## src/rtl/nand_op_sequencer_pkg.sv

```systemverilog
// Shared definitions for the NAND op sequencer: host op codes, NAND command
// bytes, cmd_kind encodings, FSM states and small decode helpers.
package nand_op_sequencer_pkg;

  // Host op codes (5-7 are illegal)
  localparam logic [2:0] OP_RESET   = 3'd0;
  localparam logic [2:0] OP_READ    = 3'd1;
  localparam logic [2:0] OP_PROGRAM = 3'd2;
  localparam logic [2:0] OP_ERASE   = 3'd3;
  localparam logic [2:0] OP_STATUS  = 3'd4;

  // NAND command bytes
  localparam logic [7:0] NAND_RESET   = 8'hFF;
  localparam logic [7:0] NAND_READ1   = 8'h00;
  localparam logic [7:0] NAND_READ2   = 8'h30;
  localparam logic [7:0] NAND_PROG1   = 8'h80;
  localparam logic [7:0] NAND_PROG2   = 8'h10;
  localparam logic [7:0] NAND_ERASE1  = 8'h60;
  localparam logic [7:0] NAND_ERASE2  = 8'hD0;
  localparam logic [7:0] NAND_STATUS  = 8'h70;

  // cmd_kind encodings (2 and 3 reserved)
  localparam logic [1:0] KIND_CLE = 2'd0;
  localparam logic [1:0] KIND_ALE = 2'd1;

  typedef enum logic [2:0] {
    ST_IDLE   = 3'd0,
    ST_CMD1   = 3'd1,
    ST_ADDR   = 3'd2,
    ST_XFER   = 3'd3,
    ST_CMD2   = 3'd4,
    ST_SETTLE = 3'd5,
    ST_BUSY   = 3'd6,
    ST_DONE   = 3'd7
  } seq_state_t;

  function automatic logic op_legal(input logic [2:0] code);
    return (code <= OP_STATUS);
  endfunction

  // First command byte of each op
  function automatic logic [7:0] first_cmd(input logic [2:0] code);
    logic [7:0] b;
    case (code)
      OP_RESET:   b = NAND_RESET;
      OP_READ:    b = NAND_READ1;
      OP_PROGRAM: b = NAND_PROG1;
      OP_ERASE:   b = NAND_ERASE1;
      OP_STATUS:  b = NAND_STATUS;
      default:    b = 8'h00;
    endcase
    return b;
  endfunction

  // Closing command byte for the ops that have one
  function automatic logic [7:0] second_cmd(input logic [2:0] code);
    logic [7:0] b;
    case (code)
      OP_READ:    b = NAND_READ2;
      OP_PROGRAM: b = NAND_PROG2;
      OP_ERASE:   b = NAND_ERASE2;
      default:    b = 8'h00;
    endcase
    return b;
  endfunction

endpackage

```

## src/rtl/nand_op_sequencer_busy_timer.sv

```systemverilog
// Loadable down-counter shared by the SETTLE and BUSY phases. expired is high
// during the last cycle of a loaded interval, so a load of N marks the Nth
// cycle after the load edge.
module nand_op_sequencer_busy_timer #(
  parameter int unsigned W = 20
) (
  input  logic         clock_100,
  input  logic         rst,
  input  logic         load,
  input  logic [W-1:0] load_val,
  output logic         expired
);

  logic [W-1:0] count;

  // Load has priority; otherwise count down and park at zero
  always_ff @(posedge clock_100 or negedge rst) begin
    if (!rst) begin
      count <= '0;
    end else if (load) begin
      count <= load_val;
    end else if (count != '0) begin
      count <= count - W'(1);
    end
  end

  assign expired = (count == W'(1));

endmodule

```

## src/rtl/nand_op_sequencer.sv

```systemverilog
// Turns one host flash op into the ordered NAND command/address byte stream
// for cmd_queue, paces it on the selected die's R/B, hands data phases to the
// datapath and reports done/err per op. All outputs are registered.
//
// Handshakes: op is accepted on a clock edge where op_valid & op_ready.
// cmd_valid is held with stable cmd_byte/cmd_kind/cmd_ce until an edge where
// cmd_ready is high; that edge transfers the byte and the next byte (if any)
// is presented in the following cycle. cmd_ready may stall indefinitely.
module nand_op_sequencer
  import nand_op_sequencer_pkg::*;
#(
  parameter int unsigned COL_BYTES    = 2,
  parameter int unsigned ROW_BYTES    = 3,
  parameter int unsigned SETTLE_CYC   = 10,
  parameter int unsigned BUSY_TIMEOUT = 1000000
) (
  input  logic        clock_100,
  input  logic        rst,
  input  logic        op_valid,
  output logic        op_ready,
  input  logic [2:0]  op_code,
  input  logic        op_target,
  input  logic [15:0] op_col,
  input  logic [23:0] op_row,
  output logic [7:0]  cmd_byte,
  output logic [1:0]  cmd_kind,
  output logic        cmd_ce,
  output logic        cmd_valid,
  input  logic        cmd_ready,
  input  logic        rb1_ctrl,
  input  logic        rb2_ctrl,
  output logic        data_go,
  input  logic        data_done,
  output logic        done,
  output logic        err,
  output logic [2:0]  state_dbg
);

  localparam int unsigned TW = $clog2(BUSY_TIMEOUT + 1);

  seq_state_t  state, state_n;
  logic [2:0]  op_code_q;
  logic [15:0] col_q;
  logic [23:0] row_q;
  logic [2:0]  addr_cnt, addr_cnt_n;
  logic [2:0]  last_idx;
  logic        accept;
  logic        rb_sel;
  logic        op_ready_n, cmd_valid_n, data_go_n, done_n, err_n;
  logic [7:0]  cmd_byte_n;
  logic [1:0]  cmd_kind_n;
  logic        timer_load;
  logic [TW-1:0] timer_val;
  logic        timer_expired;

  // Address byte idx of the current op: column bytes first, then row bytes,
  // each LSB first. ERASE sends the row only.
  function automatic logic [7:0] addr_byte(input logic [2:0]  code,
                                           input logic [15:0] col,
                                           input logic [23:0] row,
                                           input logic [2:0]  idx);
    logic [2:0] ridx;
    logic [7:0] b;
    ridx = idx;
    if (code != OP_ERASE && idx < 3'(COL_BYTES)) begin
      b = 8'(col >> {idx, 3'b000});
    end else begin
      if (code != OP_ERASE) ridx = idx - 3'(COL_BYTES);
      b = 8'(row >> {ridx, 3'b000});
    end
    return b;
  endfunction

  assign last_idx  = (op_code_q == OP_ERASE) ? 3'(ROW_BYTES - 1)
                                             : 3'(COL_BYTES + ROW_BYTES - 1);
  // cmd_ce holds the latched die select, so it picks the R/B to watch
  assign rb_sel    = cmd_ce ? rb2_ctrl : rb1_ctrl;
  assign state_dbg = state;

  nand_op_sequencer_busy_timer #(.W(TW)) u_timer (
    .clock_100 (clock_100),
    .rst       (rst),
    .load      (timer_load),
    .load_val  (timer_val),
    .expired   (timer_expired)
  );

  // Next state and next registered outputs
  always_comb begin
    state_n     = state;
    op_ready_n  = 1'b0;
    cmd_valid_n = cmd_valid;
    cmd_byte_n  = cmd_byte;
    cmd_kind_n  = cmd_kind;
    data_go_n   = 1'b0;
    done_n      = 1'b0;
    err_n       = 1'b0;
    addr_cnt_n  = addr_cnt;
    timer_load  = 1'b0;
    timer_val   = '0;
    accept      = 1'b0;
    case (state)
      ST_IDLE: begin
        op_ready_n = 1'b1;
        if (op_valid && op_ready) begin
          accept     = 1'b1;
          op_ready_n = 1'b0;
          if (!op_legal(op_code)) begin
            state_n = ST_DONE;
            done_n  = 1'b1;
            err_n   = 1'b1;
          end else begin
            state_n     = ST_CMD1;
            cmd_valid_n = 1'b1;
            cmd_kind_n  = KIND_CLE;
            cmd_byte_n  = first_cmd(op_code);
            addr_cnt_n  = '0;
          end
        end
      end
      ST_CMD1: begin
        if (cmd_ready) begin
          case (op_code_q)
            OP_RESET: begin
              cmd_valid_n = 1'b0;
              state_n     = ST_SETTLE;
              timer_load  = 1'b1;
              timer_val   = TW'(SETTLE_CYC);
            end
            OP_STATUS: begin
              cmd_valid_n = 1'b0;
              state_n     = ST_XFER;
              data_go_n   = 1'b1;
            end
            default: begin
              state_n    = ST_ADDR;
              cmd_kind_n = KIND_ALE;
              cmd_byte_n = addr_byte(op_code_q, col_q, row_q, 3'd0);
              addr_cnt_n = '0;
            end
          endcase
        end
      end
      ST_ADDR: begin
        if (cmd_ready) begin
          if (addr_cnt == last_idx) begin
            if (op_code_q == OP_PROGRAM) begin
              // Write data goes out before the confirm command
              cmd_valid_n = 1'b0;
              state_n     = ST_XFER;
              data_go_n   = 1'b1;
            end else begin
              state_n    = ST_CMD2;
              cmd_kind_n = KIND_CLE;
              cmd_byte_n = second_cmd(op_code_q);
            end
          end else begin
            addr_cnt_n = addr_cnt + 3'd1;
            cmd_byte_n = addr_byte(op_code_q, col_q, row_q, addr_cnt + 3'd1);
          end
        end
      end
      ST_XFER: begin
        if (data_done) begin
          if (op_code_q == OP_PROGRAM) begin
            state_n     = ST_CMD2;
            cmd_valid_n = 1'b1;
            cmd_kind_n  = KIND_CLE;
            cmd_byte_n  = NAND_PROG2;
          end else begin
            state_n = ST_DONE;
            done_n  = 1'b1;
          end
        end
      end
      ST_CMD2: begin
        if (cmd_ready) begin
          cmd_valid_n = 1'b0;
          state_n     = ST_SETTLE;
          timer_load  = 1'b1;
          timer_val   = TW'(SETTLE_CYC);
        end
      end
      ST_SETTLE: begin
        // R/B is not trustworthy until tWB has elapsed
        if (timer_expired) begin
          state_n    = ST_BUSY;
          timer_load = 1'b1;
          timer_val  = TW'(BUSY_TIMEOUT);
        end
      end
      ST_BUSY: begin
        // Ready wins over the timeout in the limit cycle
        if (rb_sel) begin
          if (op_code_q == OP_READ) begin
            state_n   = ST_XFER;
            data_go_n = 1'b1;
          end else begin
            state_n = ST_DONE;
            done_n  = 1'b1;
          end
        end else if (timer_expired) begin
          state_n = ST_DONE;
          done_n  = 1'b1;
          err_n   = 1'b1;
        end
      end
      ST_DONE: begin
        state_n    = ST_IDLE;
        op_ready_n = 1'b1;
      end
      default: begin
        state_n = ST_IDLE;
      end
    endcase
  end

  // State and registered outputs
  always_ff @(posedge clock_100 or negedge rst) begin
    if (!rst) begin
      state     <= ST_IDLE;
      op_ready  <= 1'b0;
      cmd_valid <= 1'b0;
      cmd_byte  <= '0;
      cmd_kind  <= '0;
      data_go   <= 1'b0;
      done      <= 1'b0;
      err       <= 1'b0;
      addr_cnt  <= '0;
    end else begin
      state     <= state_n;
      op_ready  <= op_ready_n;
      cmd_valid <= cmd_valid_n;
      cmd_byte  <= cmd_byte_n;
      cmd_kind  <= cmd_kind_n;
      data_go   <= data_go_n;
      done      <= done_n;
      err       <= err_n;
      addr_cnt  <= addr_cnt_n;
    end
  end

  // Capture the op fields on accept
  always_ff @(posedge clock_100 or negedge rst) begin
    if (!rst) begin
      op_code_q <= '0;
      cmd_ce    <= 1'b0;
      col_q     <= '0;
      row_q     <= '0;
    end else if (accept) begin
      op_code_q <= op_code;
      cmd_ce    <= op_target;
      col_q     <= op_col;
      row_q     <= op_row;
    end
  end

endmodule

```

## config.mk

```make
export PLATFORM = sky130hd
export DESIGN_NAME = nand_op_sequencer
export DESIGN_NICKNAME = d
export VERILOG_FILES = /design/src/rtl/nand_op_sequencer_pkg.sv /design/src/rtl/nand_op_sequencer_busy_timer.sv /design/src/rtl/nand_op_sequencer.sv
export SDC_FILE = /design/constraint.sdc
export NUM_CORES = 1
export LEC_CHECK = 0
export BUFFER_PORTS_ARGS = -buffer_cell sky130_fd_sc_hd__buf_2
export CAP_MARGIN = 20
export CELL_PAD_IN_SITES_DETAIL_PLACEMENT = 1
export CELL_PAD_IN_SITES_GLOBAL_PLACEMENT = 1
export CORE_ASPECT_RATIO = 0.7
export CORE_MARGIN = 2
export CORE_UTILIZATION = 35
export DETAILED_ROUTE_END_ITERATION = 10
export PLACE_DENSITY_LB_ADDON = 0.1
export SLEW_MARGIN = 25
export SYNTH_ARGS = -nofsm -noshare
export SYNTH_HDL_FRONTEND = slang
export SYNTH_HIERARCHICAL = 1
export SYNTH_SLANG_ARGS = --single-unit
```

## constraint.sdc

```tcl
create_clock -name clock_100 -period 3.4 [get_ports clock_100]
set_input_delay 0.68 -clock clock_100 [delete_from_list [all_inputs] [get_ports clock_100]]
set_output_delay 0.68 -clock clock_100 [all_outputs]
set_load 0.01 [all_outputs]
```

==> results of run 1 <==
==> path summary, 6_finish.rpt <==
| path | start | to | slack [ns] | cells after the start |
|---|---|---|---|---|
| hold / removal | rst | row_q[16] | 0.32 | 1 |
| setup reg to reg | u_timer/count[11] | u_timer/count[16] | 0.36 | 8 |
| setup / recovery | u_timer/count[11] | u_timer/count[16] | 0.36 | 8 |
| min in group clock_100 | cmd_byte[6] | cmd_byte[6] | 0.48 | 1 |
| max in group asynchronous | rst | state_dbg[1] | 2.45 | 2 |
| hold reg to reg | cmd_byte[6] | cmd_byte[6] | 0.48 | 1 |
==> power groups by stage <==
| stage | Sequential, mW | Clock, mW | Combinational, mW |
|---|---|---|---|
| after floorplan | 1.72 | 0 | 1.76 |
| after global placement | 1.88 | 0 | 2.13 |
| after detailed placement | 1.90 | 0 | 2.18 |
| after CTS | 1.89 | 1.11 | 2.20 |
| after global routing | 1.98 | 1.15 | 2.44 |
| final | 1.89 | 1.08 | 2.18 |
==> state kept, by name (all words and copies together), names as in the netlist <==
signal / count
cmd_ce: 1
col_q: 16
state_dbg: 3
cmd_byte: 8
addr_cnt: 3
row_q: 24
data_go: 1
err: 1
cmd_kind: 1
op_ready: 1
u_timer/count: 20
done: 1
op_code_q: 3
cmd_valid: 1
==> Yosys cell counts, types with 3 or more instances <==
| cell type | instances |
|---|---|
| xor2_1 | 3 |
| ha_1 | 4 |
| mux2_2 | 49 |
| a21oi_1 | 18 |
| buf_6 | 4 |
| nor3b_1 | 8 |
| o31ai_1 | 14 |
| nor4_1 | 5 |
| a211oi_1 | 14 |
| nand2b_1 | 3 |
| o21ai_0 | 23 |
| clkbuf_1 | 17 |
| dfrtp_1 | 84 |
| nand4_1 | 5 |
| xnor2_1 | 8 |
| nand3_1 | 11 |
| buf_2 | 10 |
| nor2b_1 | 12 |
| a221oi_1 | 3 |
| nand2_1 | 41 |
| mux2i_1 | 13 |
| inv_1 | 11 |
| nor3_1 | 13 |
| or4_4 | 3 |
| o21ai_1 | 4 |
| nand2_2 | 3 |
| o311ai_0 | 3 |
| or2_2 | 4 |
| or3b_2 | 3 |
| or4_1 | 5 |
| nor2_1 | 37 |
| o21ai_2 | 5 |
| a22oi_1 | 5 |
| or3_1 | 3 |
| a31oi_1 | 6 |
==> cell families after synthesis <==
family                   synth area share
flip-flops                          0.418
AO/OA/AOI/OAI                       0.176
buffers and inverters              0.0460
adder cells (fa/ha/maj)            0.0139
other                            0.000746
multiplexers                        0.140
AND/OR/NAND/NOR                     0.186
XOR/XNOR                           0.0192
==> cell type report <==
cell class                      count  area (um2)  area share
Multi-Input combinational cell    392        2740       0.465
Clock buffer                        9         225      0.0382
Timing Repair Buffer               78         443      0.0752
Sequential cell                    84        2100       0.357
Clock inverter                      7        98.8      0.0168
Inverter                           11        41.3     0.00701
Tap cell                          190         238      0.0404
Antenna cell                        1        2.50    0.000425
==> placed cells by master, fill, tap and decap left out, types with 5 or more instances in the layout <==
cell type and n:
nor2_1 37, nor3b_1 8, nand2_1 41, nand3_1 11, a21oi_1 18, xnor2_1 8
dfrtp_1 84, o21ai_2 5, nor3_1 13, mux2_2 49, nand4_1 5, nor2b_1 12
mux2i_1 13, a31oi_1 6, buf_4 9, inv_1 11, nor4_1 5, o21ai_0 23
conb_1 12, clkbuf_16 9, or4_1 5, a211oi_1 14, o31ai_1 14, a22oi_1 5
buf_2 67
==> layer usage <==
metal  wire (um)  up-vias
li1            -     2011
met1        7140     2127
met2        6420       64
met3         600       10
met4         114        0
met5           0        -
==> per-stage QoR <==
step / worst slack [ns] / util / hold WS (ns) / power [mW]
floorplan: 0.0510 / - / 0.384 / 3.48
global placement: 0.446 / 0.398 / 0.464 / 4.01
detailed placement: 0.375 / 0.398 / 0.469 / 4.08
CTS: 0.353 / 0.422 / 0.334 / 5.19
global route: 0.172 / 0.422 / 0.357 / 5.56
finish: 0.361 / 0.422 / 0.316 / 5.14
==> critical path: stages (launching register included) <==
cell and delay, ns:
dfrtp_1 0.42, or4_4 0.57, or4_4 0.64, nor2_1 0.27
and4_1 0.25, or2_2 0.16, inv_1 0.20, o31a_1 0.17
a221oi_1 0.25
==> results_dict.tcl, run 1 <==
set metrics [dict create \
    htree_levels 3 \
    synth_flop_cell "dfrtp_1" \
    syn_avg_cell_area_um2 9.86 \
    clock_skew_ns 0.00474 \
    rsz0062_at_grt "no" \
    instances_no_fill 772 \
    routed_wl_mm 14.3 \
    top_usage_layer "met2" \
    hold_viol 0 \
    ios 70 \
    area_delta_synth_final_pct 17.1 \
    cts.sinks 84 \
    grtUsageMet1 0.281 \
    post-route-period-util 0.894 \
    synth_edf_count 0 \
    start_kind "flip-flop" \
    synth.cell_area_um2 5030 \
    drtIter0Drc 213 \
    tightest_slew_ns 0.849 \
    use_met3 0.0386 \
    power_leakage_nw 2.57 \
    layout_min_cycle_time_ns 3.04 \
    fp-row-count 36 \
    dpl_cell_area_um2 5560 \
    ant_nets 0 \
    clk_pin_slew_worst_paths_ns 0.07 \
    crit_required_ns 3.65 \
    tns_ns 0 \
    ys_types 78 \
    critPathArrivalTime_ns 3.29 \
    cts_resized 0 \
    start_util 0.360 \
    ir_drop_uv 309 \
    gp_congestion 0.791 \
    use_met2 0.303 \
    max-slew-margin-rel 0.429 \
    cts_buffers 9 \
    drv_slew 0 \
    setup-violations-final 0 \
    yosys_warnings 6 \
    drc 0 \
    yosysTopAreaCell "dfrtp_1" \
    drive_gt1_frac 0.291 \
    die_h_um 104 \
    seq_power_share 0.367 \
    outcome "finished, final reports clean" \
    switchingPower_mw 2.07 \
    firstDrtPassIters 4 \
    dp_cells 755 \
    p_int_mw 3.08 \
    grt_pass1_vias 4493 \
    worst_hold_path_type "in2async" \
    grt_usage 0.195 \
    async_flop_share 1.00 \
    grt_pass1_wl_mm 23.9 \
    hold_buffers 0 \
    grt_start_max_net_pins 46 \
    ys_seq_area_frac 0.418 \
    nets 631 \
    syn_inst 510 \
    die_w_um 147 \
    clk_latency_ns 0.35 \
    die_area_um2 15400 \
    clock_power_share 0.210 \
    cap_violations 0 \
    dp_hpwl_mm 10.5 \
    io_buffers 68 \
    synth_top_area_share 0.418 \
    synthTopCellsByArea "dfrtp_1 (42%), mux2_2 (11%), nand2_1 (3.1%)" \
    wire_per_inst_um 18.5 \
    clockRootBuffer "clkbuf_16" \
    via_count 4212 \
    clk_path_buf_depth 2 \
    cts_tree "built" \
    powerDensity_nw_per_um2 874 \
    endpoint_kind "flip-flop" \
    antenna_found_initial 1 \
    p_comb_frac 0.423 \
    design_area_um2 5890 \
    fillers 1600 \
    grt.overflow.total 0 \
    ys_seq_elements 84 \
    p_sw_frac 0.402 \
    clock.fmax_ghz 0.329 \
    core_um2 14000 \
    cp_max_fo 16 \
    via_per_inst 5.46 \
    postCtsSetupBuffers 0 \
    critPathKind "reg2reg" \
]
(Power assumes the default switching activity.)
==> run 2: changes to the inputs <==
--- a/config.mk
+++ b/config.mk
@@ -9,10 +9,11 @@
 export CAP_MARGIN = 20
 export CELL_PAD_IN_SITES_DETAIL_PLACEMENT = 1
 export CELL_PAD_IN_SITES_GLOBAL_PLACEMENT = 1
-export CORE_ASPECT_RATIO = 0.7
 export CORE_MARGIN = 2
 export CORE_UTILIZATION = 35
 export DETAILED_ROUTE_END_ITERATION = 10
+export GPL_TIMING_DRIVEN = 0
+export MAX_ROUTING_LAYER = met4
 export PLACE_DENSITY_LB_ADDON = 0.1
 export SLEW_MARGIN = 25
 export SYNTH_ARGS = -nofsm -noshare
==> results_dict.tcl, run 2 (synthesis gave the netlist of run 1 again) <==
set metrics [dict create \
    final_common_cell "dfrtp_1" \
    antenna_found_initial 0 \
    dp_cells 770 \
    outcome "finished, final reports clean" \
    die_w_um 124 \
    reg_top3 "row_q (24), u_timer/count (20), col_q (16)" \
    grt_start_max_net_pins 67 \
    start_util 0.361 \
    path_buf_inv 3 \
    drv_slew 0 \
    r2r_cells 10 \
    cp_max_fo 16 \
    clockRootBuffer "clkbuf_16" \
    utilization 0.431 \
    crit_required_ns 3.63 \
    cap_violations 0 \
    clock_skew_ns 0.00674 \
    layout_min_cycle_time_ns 3.09 \
    drive_gt1_frac 0.301 \
    wire_per_inst_um 19.2 \
    ant_nets 0 \
    cp_slowest_cell "or4_4" \
    area_delta_synth_final_pct 19.3 \
    via_count 4367 \
    power_leakage_nw 2.64 \
    post-route-period-util 0.909 \
    total_power_mw 5.27 \
    clk_path_buf_depth 2 \
    cp.depth 10 \
    io_buffers 68 \
    regMostFlops "row_q" \
    crit_top_cell "or4_4" \
    rsz0062_at_grt "no" \
    nets 655 \
    grt.overflow.total 0 \
    die_h_um 124 \
    gp_congestion 0.865 \
    cts_tree "built" \
    clk_latency_ns 0.36 \
    ir_drop_uv 326 \
    design_area_um2 6000 \
    htree_levels 3 \
    critPathKind "reg2reg" \
    setup-violations-final 0 \
    core_um2 13900 \
    mostFrequentLayoutCells "dfrtp_1 (84), buf_2 (77), mux2_2 (49)" \
    clock.fmax_ghz 0.324 \
    worst_hold_path_type "in2async" \
    hold_viol 0 \
    tns_ns 0 \
    critPathTopFamily "simple AND/OR/NAND/NOR gates" \
    cts_buffers 9 \
    cts.sinks 84 \
    dpl_cell_area_um2 5670 \
    routed_wl_mm 15.1 \
    instances_no_fill 785 \
    largest_reg_flops 24 \
    start_kind "flip-flop" \
    drtIter0Drc 216 \
    via_per_inst 5.56 \
    path_cells "or4_4, or4_4, buf_6, nor2_2, and4_4, or2_4, inv_1, clkbuf_2, a31oi_1, o41ai_1" \
    clk_pin_slew_worst_paths_ns 0.07 \
    firstDrtPassIters 4 \
    grt_pass1_vias 4608 \
    fp-row-count 43 \
    critPathArrivalTime_ns 3.32 \
    grt_usage 0.217 \
    cp_slowest_stage_delay_ns 0.57 \
    ios 70 \
    tightest_slew_ns 0.736 \
    max-slew-margin-rel 0.505 \
    grt_pass1_wl_mm 24.6 \
    insertedDiodeCount 0 \
    dp_hpwl_mm 11.4 \
    endpoint_kind "flip-flop" \
    drc 0 \
    die_area_um2 15300 \
    powerDensity_nw_per_um2 878 \
]
run 2: area by class of cell:
cell class | instances | area, um2
fillers | 1631 | 7940
multi-input cells | 392 | 2750
flip-flops and latches | 84 | 2100
repair buffers | 70 | 382
clock buffers | 9 | 225
well taps | 180 | 225
plain buffers | 32 | 191
clock inverters | 7 | 81.3
inverters | 11 | 41.3
run 2: worst paths after layout:
kind	from	to	slack, ns
max	u_timer/count[11]	u_timer/count[11]	0.31
min	rst	cmd_byte[5]	0.15
max reg2reg	u_timer/count[11]	u_timer/count[11]	0.31
min reg2reg	cmd_byte[2]	cmd_byte[2]	0.48
max in group asynchronous	rst	u_timer/count[0]	2.66
min in group clock_100	cmd_byte[2]	cmd_byte[2]	0.48
run 2: metrics by stage:
stage | hold WS (ns) | worst slack [ns]
after floorplan | 0.384 | 0.0510
after global placement | 0.462 | -0.861
after detailed placement | 0.469 | -0.869
after CTS | 0.149 | 0.0219
after global routing | 0.158 | 0.156
final | 0.150 | 0.311
run 2: per-layer routing:
metal  wire length [um]  share of wire  global-route usage  vias to the layer above
li1                   -              -                   -                     2068
met2               7280           0.48               0.346                       76
met4                267          0.018              0.0753                        0
met1               7020           0.47               0.285                     2207
met3                510          0.034              0.0288                       16
met5                  0              0                   -                        -
run 2: what timing repair did:
action | in CTS | in global routing
setup endpoints to repair | 20 | 15
resized for setup | 8 | 0
setup buffers | 1 | 0
hold buffers | 0 | 0
pin swaps | 1 | 0
run 2: power breakdown:
part           internal [mW]  switching [mW]  total (mW)
Sequential              1.43           0.349        1.78
Clock                  0.585           0.471        1.06
Combinational           1.08            1.34        2.43
Total                   3.10            2.16        5.27
